[src/rtl/id_stage_hazard_pkg.sv]
// Shared decode constants for the ID stage: MIPS opcode/function fields,
// ALU operation and result-select codes, and the hazard FSM state type.
package id_stage_hazard_pkg;

  localparam int ALUOP_W  = 8;
  localparam int ALUSEL_W = 3;

  localparam logic [5:0] OP_SPECIAL = 6'h00;
  localparam logic [5:0] OP_ANDI    = 6'h0C;
  localparam logic [5:0] OP_ORI     = 6'h0D;
  localparam logic [5:0] OP_XORI    = 6'h0E;
  localparam logic [5:0] OP_LUI     = 6'h0F;
  localparam logic [5:0] OP_PREF    = 6'h33;

  localparam logic [5:0] FN_SLL  = 6'h00;
  localparam logic [5:0] FN_SRL  = 6'h02;
  localparam logic [5:0] FN_SRA  = 6'h03;
  localparam logic [5:0] FN_SLLV = 6'h04;
  localparam logic [5:0] FN_SRLV = 6'h06;
  localparam logic [5:0] FN_SRAV = 6'h07;
  localparam logic [5:0] FN_SYNC = 6'h0F;
  localparam logic [5:0] FN_AND  = 6'h24;
  localparam logic [5:0] FN_OR   = 6'h25;
  localparam logic [5:0] FN_XOR  = 6'h26;
  localparam logic [5:0] FN_NOR  = 6'h27;

  localparam logic [ALUOP_W-1:0] AOP_NOP = 8'h00;
  localparam logic [ALUOP_W-1:0] AOP_AND = 8'h24;
  localparam logic [ALUOP_W-1:0] AOP_OR  = 8'h25;
  localparam logic [ALUOP_W-1:0] AOP_XOR = 8'h26;
  localparam logic [ALUOP_W-1:0] AOP_NOR = 8'h27;
  localparam logic [ALUOP_W-1:0] AOP_SLL = 8'h7C;
  localparam logic [ALUOP_W-1:0] AOP_SRL = 8'h02;
  localparam logic [ALUOP_W-1:0] AOP_SRA = 8'h03;

  localparam logic [ALUSEL_W-1:0] SEL_NOP   = 3'd0;
  localparam logic [ALUSEL_W-1:0] SEL_LOGIC = 3'd1;
  localparam logic [ALUSEL_W-1:0] SEL_SHIFT = 3'd2;

  typedef enum logic {ST_RUN, ST_STALL} hz_state_t;

endpackage

[src/rtl/id_stage_hazard_if.sv]
// ID/EX payload channel with valid/ready handshake.
interface id_stage_hazard_if import id_stage_hazard_pkg::*; #(
  parameter int DATA_W  = 32,
  parameter int RADDR_W = 5
) ();
  logic                ex_valid;
  logic                ex_ready;
  logic [31:0]         ex_pc;
  logic [ALUOP_W-1:0]  ex_aluop;
  logic [ALUSEL_W-1:0] ex_alusel;
  logic [DATA_W-1:0]   ex_reg1;
  logic [DATA_W-1:0]   ex_reg2;
  logic [RADDR_W-1:0]  ex_wd;
  logic                ex_wreg;
  logic                ex_illegal;

  modport master (
    output ex_valid, ex_pc, ex_aluop, ex_alusel, ex_reg1, ex_reg2,
           ex_wd, ex_wreg, ex_illegal,
    input  ex_ready
  );
  modport slave (
    input  ex_valid, ex_pc, ex_aluop, ex_alusel, ex_reg1, ex_reg2,
           ex_wd, ex_wreg, ex_illegal,
    output ex_ready
  );
endinterface

[src/rtl/id_stage_hazard_decode_core.sv]
// Combinational MIPS32 decoder: instruction word to ALU controls, destination,
// read enables, immediate and illegal flag.
module id_decode_core import id_stage_hazard_pkg::*; #(
  parameter int DATA_W = 32
) (
  input  logic [31:0]         inst,
  output logic [ALUOP_W-1:0]  aluop,
  output logic [ALUSEL_W-1:0] alusel,
  output logic [4:0]          wd,
  output logic                wreg,
  output logic                re1,
  output logic                re2,
  output logic [DATA_W-1:0]   imm,
  output logic                illegal
);
  logic [5:0] op, fn;
  logic [4:0] rs, rt, rd, sa;

  assign op = inst[31:26];
  assign rs = inst[25:21];
  assign rt = inst[20:16];
  assign rd = inst[15:11];
  assign sa = inst[10:6];
  assign fn = inst[5:0];

  function automatic logic [ALUOP_W-1:0] fn_aluop(input logic [5:0] f);
    case (f)
      FN_OR:           return AOP_OR;
      FN_AND:          return AOP_AND;
      FN_XOR:          return AOP_XOR;
      FN_NOR:          return AOP_NOR;
      FN_SLL, FN_SLLV: return AOP_SLL;
      FN_SRL, FN_SRLV: return AOP_SRL;
      FN_SRA, FN_SRAV: return AOP_SRA;
      default:         return AOP_NOP;
    endcase
  endfunction

  always_comb begin
    aluop   = AOP_NOP;
    alusel  = SEL_NOP;
    wd      = '0;
    wreg    = 1'b0;
    re1     = 1'b0;
    re2     = 1'b0;
    imm     = '0;
    illegal = 1'b1;
    case (op)
      OP_SPECIAL: begin
        case (fn)
          FN_OR, FN_AND, FN_XOR, FN_NOR, FN_SLLV, FN_SRLV, FN_SRAV: begin
            if (sa == 5'd0) begin
              illegal = 1'b0;
              wreg    = 1'b1;
              wd      = rd;
              re1     = 1'b1;
              re2     = 1'b1;
              aluop   = fn_aluop(fn);
              alusel  = fn[5] ? SEL_LOGIC : SEL_SHIFT;
            end
          end
          // Constant shifts carry shamt through operand 1 as an immediate.
          FN_SLL, FN_SRL, FN_SRA: begin
            if (rs == 5'd0) begin
              illegal = 1'b0;
              wreg    = 1'b1;
              wd      = rd;
              re2     = 1'b1;
              imm     = DATA_W'(sa);
              aluop   = fn_aluop(fn);
              alusel  = SEL_SHIFT;
            end
          end
          FN_SYNC: illegal = (sa != 5'd0);
          default: ;
        endcase
      end
      OP_ORI, OP_ANDI, OP_XORI: begin
        illegal = 1'b0;
        wreg    = 1'b1;
        wd      = rt;
        re1     = 1'b1;
        imm     = DATA_W'(inst[15:0]);
        alusel  = SEL_LOGIC;
        aluop   = (op == OP_ORI) ? AOP_OR : ((op == OP_ANDI) ? AOP_AND : AOP_XOR);
      end
      OP_LUI: begin
        illegal = 1'b0;
        wreg    = 1'b1;
        wd      = rt;
        re1     = 1'b1;
        imm     = DATA_W'({inst[15:0], 16'h0});
        alusel  = SEL_LOGIC;
        aluop   = AOP_OR;
      end
      OP_PREF: illegal = 1'b0;
      default: ;
    endcase
  end
endmodule

[src/rtl/id_stage_hazard.sv]
// Registered ID stage: decode, operand forwarding, load-use stall FSM and
// the ID/EX pipeline register with valid/ready handshake.
module id_stage_hazard import id_stage_hazard_pkg::*; #(
  parameter int DATA_W  = 32,
  parameter int RADDR_W = 5,
  parameter int NUM_FWD = 2,
  parameter int CNT_W   = 16
) (
  input  logic                       clk,
  input  logic                       rst,
  input  logic                       flush_i,
  input  logic                       id_valid_i,
  output logic                       id_ready_o,
  input  logic [31:0]                pc_i,
  input  logic [31:0]                inst_i,
  output logic [RADDR_W-1:0]         rf_raddr1_o,
  output logic [RADDR_W-1:0]         rf_raddr2_o,
  input  logic [DATA_W-1:0]          rf_rdata1_i,
  input  logic [DATA_W-1:0]          rf_rdata2_i,
  input  logic [NUM_FWD-1:0]         fwd_wreg_i,
  input  logic [NUM_FWD*RADDR_W-1:0] fwd_wd_i,
  input  logic [NUM_FWD*DATA_W-1:0]  fwd_wdata_i,
  input  logic [NUM_FWD-1:0]         fwd_pend_i,
  id_stage_hazard_if.master          ex,
  output logic [CNT_W-1:0]           stall_cnt_o
);
  logic [ALUOP_W-1:0]  dec_aluop;
  logic [ALUSEL_W-1:0] dec_alusel;
  logic [4:0]          dec_wd;
  logic                dec_wreg, dec_re1, dec_re2, dec_illegal;
  logic [DATA_W-1:0]   dec_imm;

  id_decode_core #(.DATA_W(DATA_W)) u_dec (
    .inst    (inst_i),
    .aluop   (dec_aluop),
    .alusel  (dec_alusel),
    .wd      (dec_wd),
    .wreg    (dec_wreg),
    .re1     (dec_re1),
    .re2     (dec_re2),
    .imm     (dec_imm),
    .illegal (dec_illegal)
  );

  assign rf_raddr1_o = RADDR_W'(inst_i[25:21]);
  assign rf_raddr2_o = RADDR_W'(inst_i[20:16]);

  logic [DATA_W-1:0] fwd_data [NUM_FWD];
  logic [NUM_FWD-1:0] match1, match2;

  for (genvar k = 0; k < NUM_FWD; k++) begin : g_fwd
    assign fwd_data[k] = fwd_wdata_i[k*DATA_W +: DATA_W];
    assign match1[k]   = fwd_wreg_i[k] && (fwd_wd_i[k*RADDR_W +: RADDR_W] == rf_raddr1_o);
    assign match2[k]   = fwd_wreg_i[k] && (fwd_wd_i[k*RADDR_W +: RADDR_W] == rf_raddr2_o);
  end

  logic [DATA_W-1:0] op1, op2;
  logic              pend1, pend2, found1, found2, hazard;

  // Only the youngest matching source decides both data and pending status.
  always_comb begin
    op1 = rf_rdata1_i;  pend1 = 1'b0;  found1 = 1'b0;
    op2 = rf_rdata2_i;  pend2 = 1'b0;  found2 = 1'b0;
    for (int unsigned k = 0; k < NUM_FWD; k++) begin
      if (match1[k] && !found1) begin
        found1 = 1'b1;  op1 = fwd_data[k];  pend1 = fwd_pend_i[k];
      end
      if (match2[k] && !found2) begin
        found2 = 1'b1;  op2 = fwd_data[k];  pend2 = fwd_pend_i[k];
      end
    end
    if (!dec_re1) begin
      op1 = dec_imm;  pend1 = 1'b0;
    end else if (rf_raddr1_o == '0) begin
      op1 = '0;  pend1 = 1'b0;
    end
    if (!dec_re2) begin
      op2 = dec_imm;  pend2 = 1'b0;
    end else if (rf_raddr2_o == '0) begin
      op2 = '0;  pend2 = 1'b0;
    end
  end

  assign hazard = id_valid_i && (pend1 || pend2);

  hz_state_t state, state_nx;
  logic      load, accept;

  assign load   = !ex.ex_valid || ex.ex_ready;
  assign accept = id_valid_i && id_ready_o;

  always_ff @(posedge clk) begin
    if (rst) state <= ST_RUN;
    else     state <= state_nx;
  end

  always_comb begin
    state_nx   = state;
    id_ready_o = load && !hazard && !flush_i;
    case (state)
      ST_RUN:   if (!flush_i && hazard)  state_nx = ST_STALL;
      ST_STALL: if (flush_i || !hazard)  state_nx = ST_RUN;
      default:  state_nx = ST_RUN;
    endcase
  end

  always_ff @(posedge clk) begin
    if (rst || flush_i || (load && !accept)) begin
      ex.ex_valid   <= (rst || flush_i) ? 1'b0 : ex.ex_valid && !load;
      ex.ex_pc      <= '0;
      ex.ex_aluop   <= AOP_NOP;
      ex.ex_alusel  <= SEL_NOP;
      ex.ex_reg1    <= '0;
      ex.ex_reg2    <= '0;
      ex.ex_wd      <= '0;
      ex.ex_wreg    <= 1'b0;
      ex.ex_illegal <= 1'b0;
    end else if (accept) begin
      ex.ex_valid   <= 1'b1;
      ex.ex_pc      <= pc_i;
      ex.ex_aluop   <= dec_aluop;
      ex.ex_alusel  <= dec_alusel;
      ex.ex_reg1    <= op1;
      ex.ex_reg2    <= op2;
      ex.ex_wd      <= RADDR_W'(dec_wd);
      ex.ex_wreg    <= dec_wreg;
      ex.ex_illegal <= dec_illegal;
    end
  end

  always_ff @(posedge clk) begin
    if (rst)
      stall_cnt_o <= '0;
    else if (hazard && !flush_i && (stall_cnt_o != '1))
      stall_cnt_o <= stall_cnt_o + 1'b1;
  end
endmodule
[src/flat_wrapper.sv]
// flat-port wrapper written by rule: the top's interface ports become plain ports
module id_stage_hazard_flat import id_stage_hazard_pkg::*;
#(
  parameter int DATA_W  = 32,
  parameter int RADDR_W = 5,
  parameter int NUM_FWD = 2,
  parameter int CNT_W   = 16
)
  (clk, rst, flush_i, id_valid_i, id_ready_o, pc_i, inst_i, rf_raddr1_o, rf_raddr2_o, rf_rdata1_i, rf_rdata2_i, fwd_wreg_i, fwd_wd_i, fwd_wdata_i, fwd_pend_i, stall_cnt_o, ex_ex_valid, ex_ex_pc, ex_ex_aluop, ex_ex_alusel, ex_ex_reg1, ex_ex_reg2, ex_ex_wd, ex_ex_wreg, ex_ex_illegal, ex_ex_ready);
  id_stage_hazard_if #(.DATA_W(DATA_W), .RADDR_W(RADDR_W)) ex_i ();
  input  logic clk;
  input  logic rst;
  input  logic flush_i;
  input  logic id_valid_i;
  output logic id_ready_o;
  input  logic [31:0] pc_i;
  input  logic [31:0] inst_i;
  output logic [RADDR_W-1:0] rf_raddr1_o;
  output logic [RADDR_W-1:0] rf_raddr2_o;
  input  logic [DATA_W-1:0] rf_rdata1_i;
  input  logic [DATA_W-1:0] rf_rdata2_i;
  input  logic [NUM_FWD-1:0] fwd_wreg_i;
  input  logic [NUM_FWD*RADDR_W-1:0] fwd_wd_i;
  input  logic [NUM_FWD*DATA_W-1:0] fwd_wdata_i;
  input  logic [NUM_FWD-1:0] fwd_pend_i;
  output logic [CNT_W-1:0] stall_cnt_o;
  output wire logic [$bits(ex_i.ex_valid)-1:0] ex_ex_valid;
  output wire logic [$bits(ex_i.ex_pc)-1:0] ex_ex_pc;
  output wire logic [$bits(ex_i.ex_aluop)-1:0] ex_ex_aluop;
  output wire logic [$bits(ex_i.ex_alusel)-1:0] ex_ex_alusel;
  output wire logic [$bits(ex_i.ex_reg1)-1:0] ex_ex_reg1;
  output wire logic [$bits(ex_i.ex_reg2)-1:0] ex_ex_reg2;
  output wire logic [$bits(ex_i.ex_wd)-1:0] ex_ex_wd;
  output wire logic [$bits(ex_i.ex_wreg)-1:0] ex_ex_wreg;
  output wire logic [$bits(ex_i.ex_illegal)-1:0] ex_ex_illegal;
  input wire logic [$bits(ex_i.ex_ready)-1:0] ex_ex_ready;
  assign ex_ex_valid = ex_i.ex_valid;
  assign ex_ex_pc = ex_i.ex_pc;
  assign ex_ex_aluop = ex_i.ex_aluop;
  assign ex_ex_alusel = ex_i.ex_alusel;
  assign ex_ex_reg1 = ex_i.ex_reg1;
  assign ex_ex_reg2 = ex_i.ex_reg2;
  assign ex_ex_wd = ex_i.ex_wd;
  assign ex_ex_wreg = ex_i.ex_wreg;
  assign ex_ex_illegal = ex_i.ex_illegal;
  assign ex_i.ex_ready = ex_ex_ready;
  id_stage_hazard #(.DATA_W(DATA_W), .RADDR_W(RADDR_W), .NUM_FWD(NUM_FWD), .CNT_W(CNT_W)) u_core (.clk(clk), .rst(rst), .flush_i(flush_i), .id_valid_i(id_valid_i), .id_ready_o(id_ready_o), .pc_i(pc_i), .inst_i(inst_i), .rf_raddr1_o(rf_raddr1_o), .rf_raddr2_o(rf_raddr2_o), .rf_rdata1_i(rf_rdata1_i), .rf_rdata2_i(rf_rdata2_i), .fwd_wreg_i(fwd_wreg_i), .fwd_wd_i(fwd_wd_i), .fwd_wdata_i(fwd_wdata_i), .fwd_pend_i(fwd_pend_i), .ex(ex_i), .stall_cnt_o(stall_cnt_o));
endmodule
[config.mk]
export PLATFORM = sky130hd
export DESIGN_NAME = id_stage_hazard_flat
export DESIGN_NICKNAME = d
export VERILOG_FILES = /design/src/rtl/id_stage_hazard_pkg.sv /design/src/rtl/id_stage_hazard_if.sv /design/src/rtl/id_stage_hazard_decode_core.sv /design/src/rtl/id_stage_hazard.sv /design/src/flat_wrapper.sv
export SDC_FILE = /design/constraint.sdc
export NUM_CORES = 1
export LEC_CHECK = 0
export CORE_MARGIN = 5
export CORE_UTILIZATION = 25
export CTS_BUF_LIST = sky130_fd_sc_hd__clkbuf_2
export DETAILED_ROUTE_END_ITERATION = 16
export GPL_TIMING_DRIVEN = 0
export SYNTH_ARGS = -nofsm -noshare
export SYNTH_HDL_FRONTEND = slang
export SYNTH_SLANG_ARGS = --single-unit
[constraint.sdc]
create_clock -name clk -period 2.73 [get_ports clk]
set_clock_uncertainty 0.15 [all_clocks]
set_input_delay 0.546 -clock clk [delete_from_list [all_inputs] [get_ports clk]]
set_output_delay 0.546 -clock clk [all_outputs]
set_load 0.02 [all_outputs]
# [After elaboration in Yosys (flattened, before gate mapping)]
# Cells that the tools add are included.
[word_totals] register_bits=131 input_bits=211 output_inout_bits=142 elab_cells=122
[op_classes] n_addsub=1 n_eq_ne=20 mux=51 reduce_logical=40
[ops] cell="two-way mux 32 bit" count=8
[ops] cell="case mux 32 bit (3 select lines)" count=1
[ops] cell="case mux 7 bit (7 select lines)" count=1
[ops] cell="== test 6 x 4 -> 1 bit (second input constant)" count=5
[ops] cell="== test 6 bit (second input constant)" count=5
[ops] cell="case mux 8 bit (3 select lines)" count=1
[ops] cell="== test 5 bit" count=4
[ops] cell="two-way mux 5 bit" count=4
[ops] cell="case mux 5 bit (2 select lines)" count=2
[ops] cell="two-way mux 1 bit" count=19
[ops] cell="== test 6 x 3 -> 1 bit (second input constant)" count=3
[ops] cell="adder 16 x 1 -> 16 bit (second input constant)" count=1
[ops] cell="!= test 16 bit (second input constant)" count=1
[ops] cell="case mux 8 bit (2 select lines)" count=1
[ops] cell="zero test 5 bit" count=3
[ops] cell="logical AND 1 bit" count=14
[ops] cell="== test 6 x 2 -> 1 bit (second input constant)" count=2
[ops] cell="zero test 6 bit" count=2
[ops] cell="two-way mux 2 bit" count=5
[ops] cell="two-way mux 8 bit" count=1
[ops] cell="case mux 1 bit (2 select lines)" count=4
[ops] cell="case mux 2 bit (2 select lines)" count=2
[ops] cell="zero test 1 bit" count=7
[ops] cell="two-way mux 7 bit" count=1
[ops] cell="9 further kinds" count=15

# [Logic depth before layout (Yosys ltp)]
[depth] depth_word=18 mapped_depth=11 depth_no_buf=7

# [Modules after synthesis]
# A second synthesis with hierarchy kept.
[unflattened] cells_unflattened=806 area_unflattened_um2=7023.0
[modules_own_cells] mod="id_stage_hazard" instances=1 cells_each=718 area_each_um2=6416.2 seq_area_each_um2=2632.5
[modules_own_cells] mod="id_decode_core" instances=1 cells_each=88 area_each_um2=606.8 seq_area_each_um2=0.0

# [Worst setup path before layout]
# OpenSTA, ideal clock, no wires.
[synth_timing] path_kind="input to output" startpoint="input inst_i[22]" endpoint="output id_ready_o" arrival_time_ps=2298 t_required_ps=2034 path_slack_ps=-264 path_stages=7 n_path_buf=0 path_cell_list="or4_4 -> nor2_4 -> o2111ai_4 -> a211oi_4 -> a22oi_2 -> nand2b_1 -> and3b_1"
[synth_via] elab_chain_len=13
[synth_rtl] element="from (decl)" line_no="flat_wrapper.sv:17" rtl="input logic [31:0] inst_i;"
[synth_rtl] element="== test 5 bit" line_no="id_stage_hazard.sv:53" rtl="assign match1[k] = fwd_wreg_i[k] && (fwd_wd_i[k*RADDR_W +: RADDR_W] == rf_raddr1_o);"
[synth_rtl] element="logical AND 1 bit" line_no="id_stage_hazard.sv:53"
[synth_rtl] element="two-way mux 1 bit" line_no="id_stage_hazard.sv:65" rtl="if (match1[k] && !found1) begin"
[synth_rtl] element="zero test 1 bit" line_no="id_stage_hazard.sv:65"
[synth_rtl] element="logical AND 1 bit" line_no="id_stage_hazard.sv:65"
[synth_rtl] element="two-way mux 1 bit" line_no="id_stage_hazard.sv:65"
[synth_rtl] element="two-way mux 1 bit" line_no="id_stage_hazard.sv:74" rtl="end else if (rf_raddr1_o == '0) begin"
[synth_rtl] element="two-way mux 1 bit" line_no="id_stage_hazard.sv:72" rtl="if (!dec_re1) begin"
[synth_rtl] element="logical OR 1 bit (*)" line_no="id_stage_hazard.sv:84" rtl="assign hazard = id_valid_i && (pend1 || pend2);"
[synth_rtl] element="logical AND 1 bit (*)" line_no="id_stage_hazard.sv:84"
[synth_rtl] element="zero test 1 bit (*)" line_no="id_stage_hazard.sv:99" rtl="id_ready_o = load && !hazard && !flush_i;"
[synth_rtl] element="logical AND 1 bit (*) (2 in series)" line_no="id_stage_hazard.sv:99"
[synth_rtl] element="to (decl)" line_no="flat_wrapper.sv:15" rtl="output logic id_ready_o;"
# Every way passes the cells marked *; elsewhere a longest branch is shown, timed or not.

# [Worst setup path in the final report]
[layout_timing] startpoint="input inst_i[2]" endpoint="output id_ready_o"
[layout_via] elab_chain_len=10
[layout_rtl] element="== test 6 x 3 -> 1 bit, or another cell as far along" line_no="id_stage_hazard_decode_core.sv:50" rtl="case (fn)"
[layout_rtl] element="OR reduction 7 bit or OR reduction 3 bit (tied branches)" line_no="id_stage_hazard_decode_core.sv:50"
[layout_rtl] element="two-way mux 1 bit or case mux 1 bit (2 select lines) (tied branches)" line_no="id_stage_hazard_decode_core.sv:50"
[layout_rtl] element="case mux 1 bit (2 select lines) or two-way mux 1 bit (tied branches)" line_no="id_stage_hazard_decode_core.sv:48" rtl="case (op)"
[layout_rtl] element="two-way mux 1 bit (on tied branches)" line_no="id_stage_hazard.sv:72, id_stage_hazard.sv:77"
[layout_rtl] element="logical OR 1 bit (*)" line_no="id_stage_hazard.sv:84"
[layout_rtl] element="logical AND 1 bit (*)" line_no="id_stage_hazard.sv:84"
[layout_rtl] element="zero test 1 bit (*)" line_no="id_stage_hazard.sv:99"
[layout_rtl] element="logical AND 1 bit (*) (2 in series)" line_no="id_stage_hazard.sv:99"
# Marked as above.

==> summary.md <==
| Metric | Value |
|---|---|
| Kind of end point of the critical path | primary output |
| Placed inst area | ~11000 µm² |
| Worst-path clk slew | approximately 0.20 ns |
| Initial antenna violation count | 3 |
| Num rows | 60 |
| Mean post-synth cell area | ~7.5 µm² |
| Initial DRC Count | about 450 |
| Vias in the first global route | 8130 |
| Failing checks | negative setup slack |
| Total track usage | about a fifth |
| CP Data Required Time | between 2 and 2.5 ns |
| Final Cell Area | between 10000 and 15000 µm² |
| GRT overflow | 0 |
| Post-synth top area cell | dfxtp_1 |
| TritonCTS Buffers | 17 |
| Status | finished with violations |
| Sequential fraction of the synthesis area | between 30% and 40% |
| Area grow syn2layout | 64.0% |
| Starting Density | between 20% and 30% |
| Crit-path max FO | 7 |
| DR vias/cell | about 5.0 |
| Post-DRT Antenna Nets | 0 |
| # IOs | approximately 350 |
| Yosys top cell area share | 37.1% |
| CTS tree | yes |
| First-pass GRT wire length | slightly below 50000 µm |
| Placed wire-length estimate | about 26000 µm |
| Layout cells sized above 1 | around a tenth |
| Synth async-reset ratio | 0% |
| Worst-skew pair later-pin latency | about 0.67 ns |
| Crit path kind | input pin to primary output |
| Leakage | between 3 and 4 nW |
| Post-route worst setup slack | -0.274 ns |
| H-tree depth | 4 |
| Synth Flop Type | dfxtp_1 |
| Port buffer count | about 350 |
| CP startpoint kind | input pin |
| Count of final hold-check violations | 0 |
| Pwr dens | about 340 nW/µm² |
| Total wire length | roughly 33000 µm |
| Setup TNS | -0.663 ns |
| Hold Crit Class | input pin to flop |
| Largest net degree at the start of global routing | 17 |
| Worst EP arrival | 2.31 ns |
| DRT Pass-1 Iters | 5 |
| Unrepaired setup endpoints after global routing | yes |
| Highest Clock Rate | around 330 MHz |
| Post-synth EDFFs | 1 |
| Max Slew Vio Count | 0 |
| Gate Count Post-Synth | 899 |
| Max-cap violations | 0 |
| Core area | 26700 µm² |
| Worst Max-Slew Pin Slew | roughly 0.75 ns |
| Slew headroom | around half |
| Peak supply drop | 0.167 mV |
| Max Root-Sink Buffers | 2 |
| Die Wd | approximately 170 µm |
| Total number of yosys warnings | 0 |
| Post-layout nets | about 1500 |
| Die height | approximately 170 µm |
| Final period util | 110% |
| Die area | just over 30000 µm² |
| Final setup fails | 13 |
| Vias | around 8100 |
| Yosys reg bits | about 130 |
| Detailed-route DRC error count | 0 |
| Synth area leaders | dfxtp_1 37%, nand2_1 11%, a21oi_1 8.5%, mux2i_1 5.0%, a211oi_1 4.1% |
| Drt wl/cell | a little over 20 µm |
| Final GP Congestion | around 0.86 |
| Yosys cell types | 53 |
| Root Buffer | clkbuf_2 |
| Final Power | ~3.7 mW |
| Synthesized area | approximately 6700 µm² |
| Sink Count | around 130 |
| Tmin final | ~3.0 ns |
-- cell type report --
class / count / area, µm²
multi-input cells: 685 / 3880
flip-flops and latches: 126 / 2540
inverters: 6 / 22.5
clock buffers: 18 / 90.1
fillers: 2782 / 15700
repair buffers: 365 / 3580
diodes: 1 / 2.50
clock inverters: 13 / 119
well taps: 341 / 427
plain buffers: 81 / 407
-- through the flow --
stage               util [%]  cells  hold slack (ns)  worst slack (ns)
floorplan                  -    900            0.380            -0.233
global placement        39.9   1589            0.284             -1.48
detailed placement      39.9   1589            0.292             -1.52
CTS                     41.1   1630           0.0365            -0.322
global route            41.4   1636           0.0518            -0.327
finish                  41.4   1636           0.0919            -0.274
-- logic make-up after synthesis --
group	count (synthesis)	synth area share (%)
AOI/OAI and AO/OA	257	24.5
adders and majority gates	1	0.185
xor gates and xnor gates	21	2.73
buffers and inverters	89	6.20
other	1	0.0556
muxes	36	5.38
DFF	126	37.6
and+or+nand+nor	368	23.4
-- cells in the final DEF, fill, tap and decap left out, types with 7 or more instances in the layout --
cell type and n:
clkbuf_1 35, a211oi_1 37, xnor2_1 7, dfxtp_1 121
nor3_1 11, dlygate4sd2_1 7, nor2_1 63, a21oi_1 114
buf_2 21, mux2i_1 33, clkdlybuf4s50_1 317, nand4_1 7
o21ai_0 40, xor2_1 14, or3_1 9, clkbuf_2 35
o2111ai_1 27, buf_4 33, nand3_1 38, nand2_1 203
-- state kept, by name, indices dropped and copies added (netlist names) --
name / flops
u_core.ex.ex_illegal: 1
u_core.ex.ex_pc: 32
u_core.ex.ex_reg2: 32
u_core.ex.ex_aluop: 4
u_core.ex.ex_valid: 1
u_core.ex.ex_alusel: 2
u_core.ex.ex_wd: 5
u_core.ex.ex_wreg: 1
u_core.ex.ex_reg1: 32
u_core.stall_cnt_o: 16
-- cells in the mapped netlist (2+ instances only) --
cell type and count:
a211oi_1 37, a21oi_1 114, a221oi_1 5, a311oi_1 5, a31oi_1 4, a32oi_1 2, and3_1 6, buf_1 3
buf_2 16, buf_4 15, clkbuf_1 48, dfxtp_1 125, inv_1 6, mux2_2 2, mux2i_1 34, nand2_1 204
nand2b_1 6, nand3_1 39, nand4_1 7, nor2_1 68, nor3_1 13, nor4_1 4, o2111ai_1 27, o21ai_0 46
o31ai_1 4, or3_1 9, or4_1 5, xnor2_1 7, xor2_1 14
-- power by group --
| group | internal, mW | switching [mW] |
|---|---|---|
| Sequential | 1.86 | 0.00637 |
| Clock | 0.327 | 0.791 |
| Combinational | 0.398 | 0.365 |
-- metal layers --
metal  track usage (%)  wire (µm)
met2              36.2      16200
met4              6.27        748
met1              25.4      13700
met5                 0         11
met3              5.61       2450
-- timing repair --
item / in CTS / in global routing
buffers inserted: 10 / 6
gates resized for setup: 80 / 51
pin swaps: 11 / 13
hold buffers: 0 / 1
endpoints found under the hold margin: 0 / 1
setup endpoints to repair: 118 / 94
-- worst max-delay path: stages --
cell and delay, ns:
dlygate4sd2_1 0.44, o2111a_2 0.35, nand2_2 0.12, a211oi_4 0.28, a22oi_2 0.10, nand2b_1 0.14
and3b_1 0.18, buf_6 0.13
-- final timing paths --
path / from / to / slack (ns) / depth (start not counted)
max: inst_i[2] / id_ready_o / -0.27 / 8
min: inst_i[6] / u_core.ex.ex_reg1[0]$_SDFFE_PP0P_ / 0.09 / 3
max reg2reg: u_core.stall_cnt_o[2]$_SDFFE_PP0P_ / u_core.stall_cnt_o[1]$_SDFFE_PP0P_ / 0.24 / 9
min reg2reg: u_core.ex.ex_reg1[28]$_SDFFE_PP0P_ / u_core.ex.ex_reg1[28]$_SDFFE_PP0P_ / 0.32 / 2
Note: power is estimated with default switching activity, not from simulation.
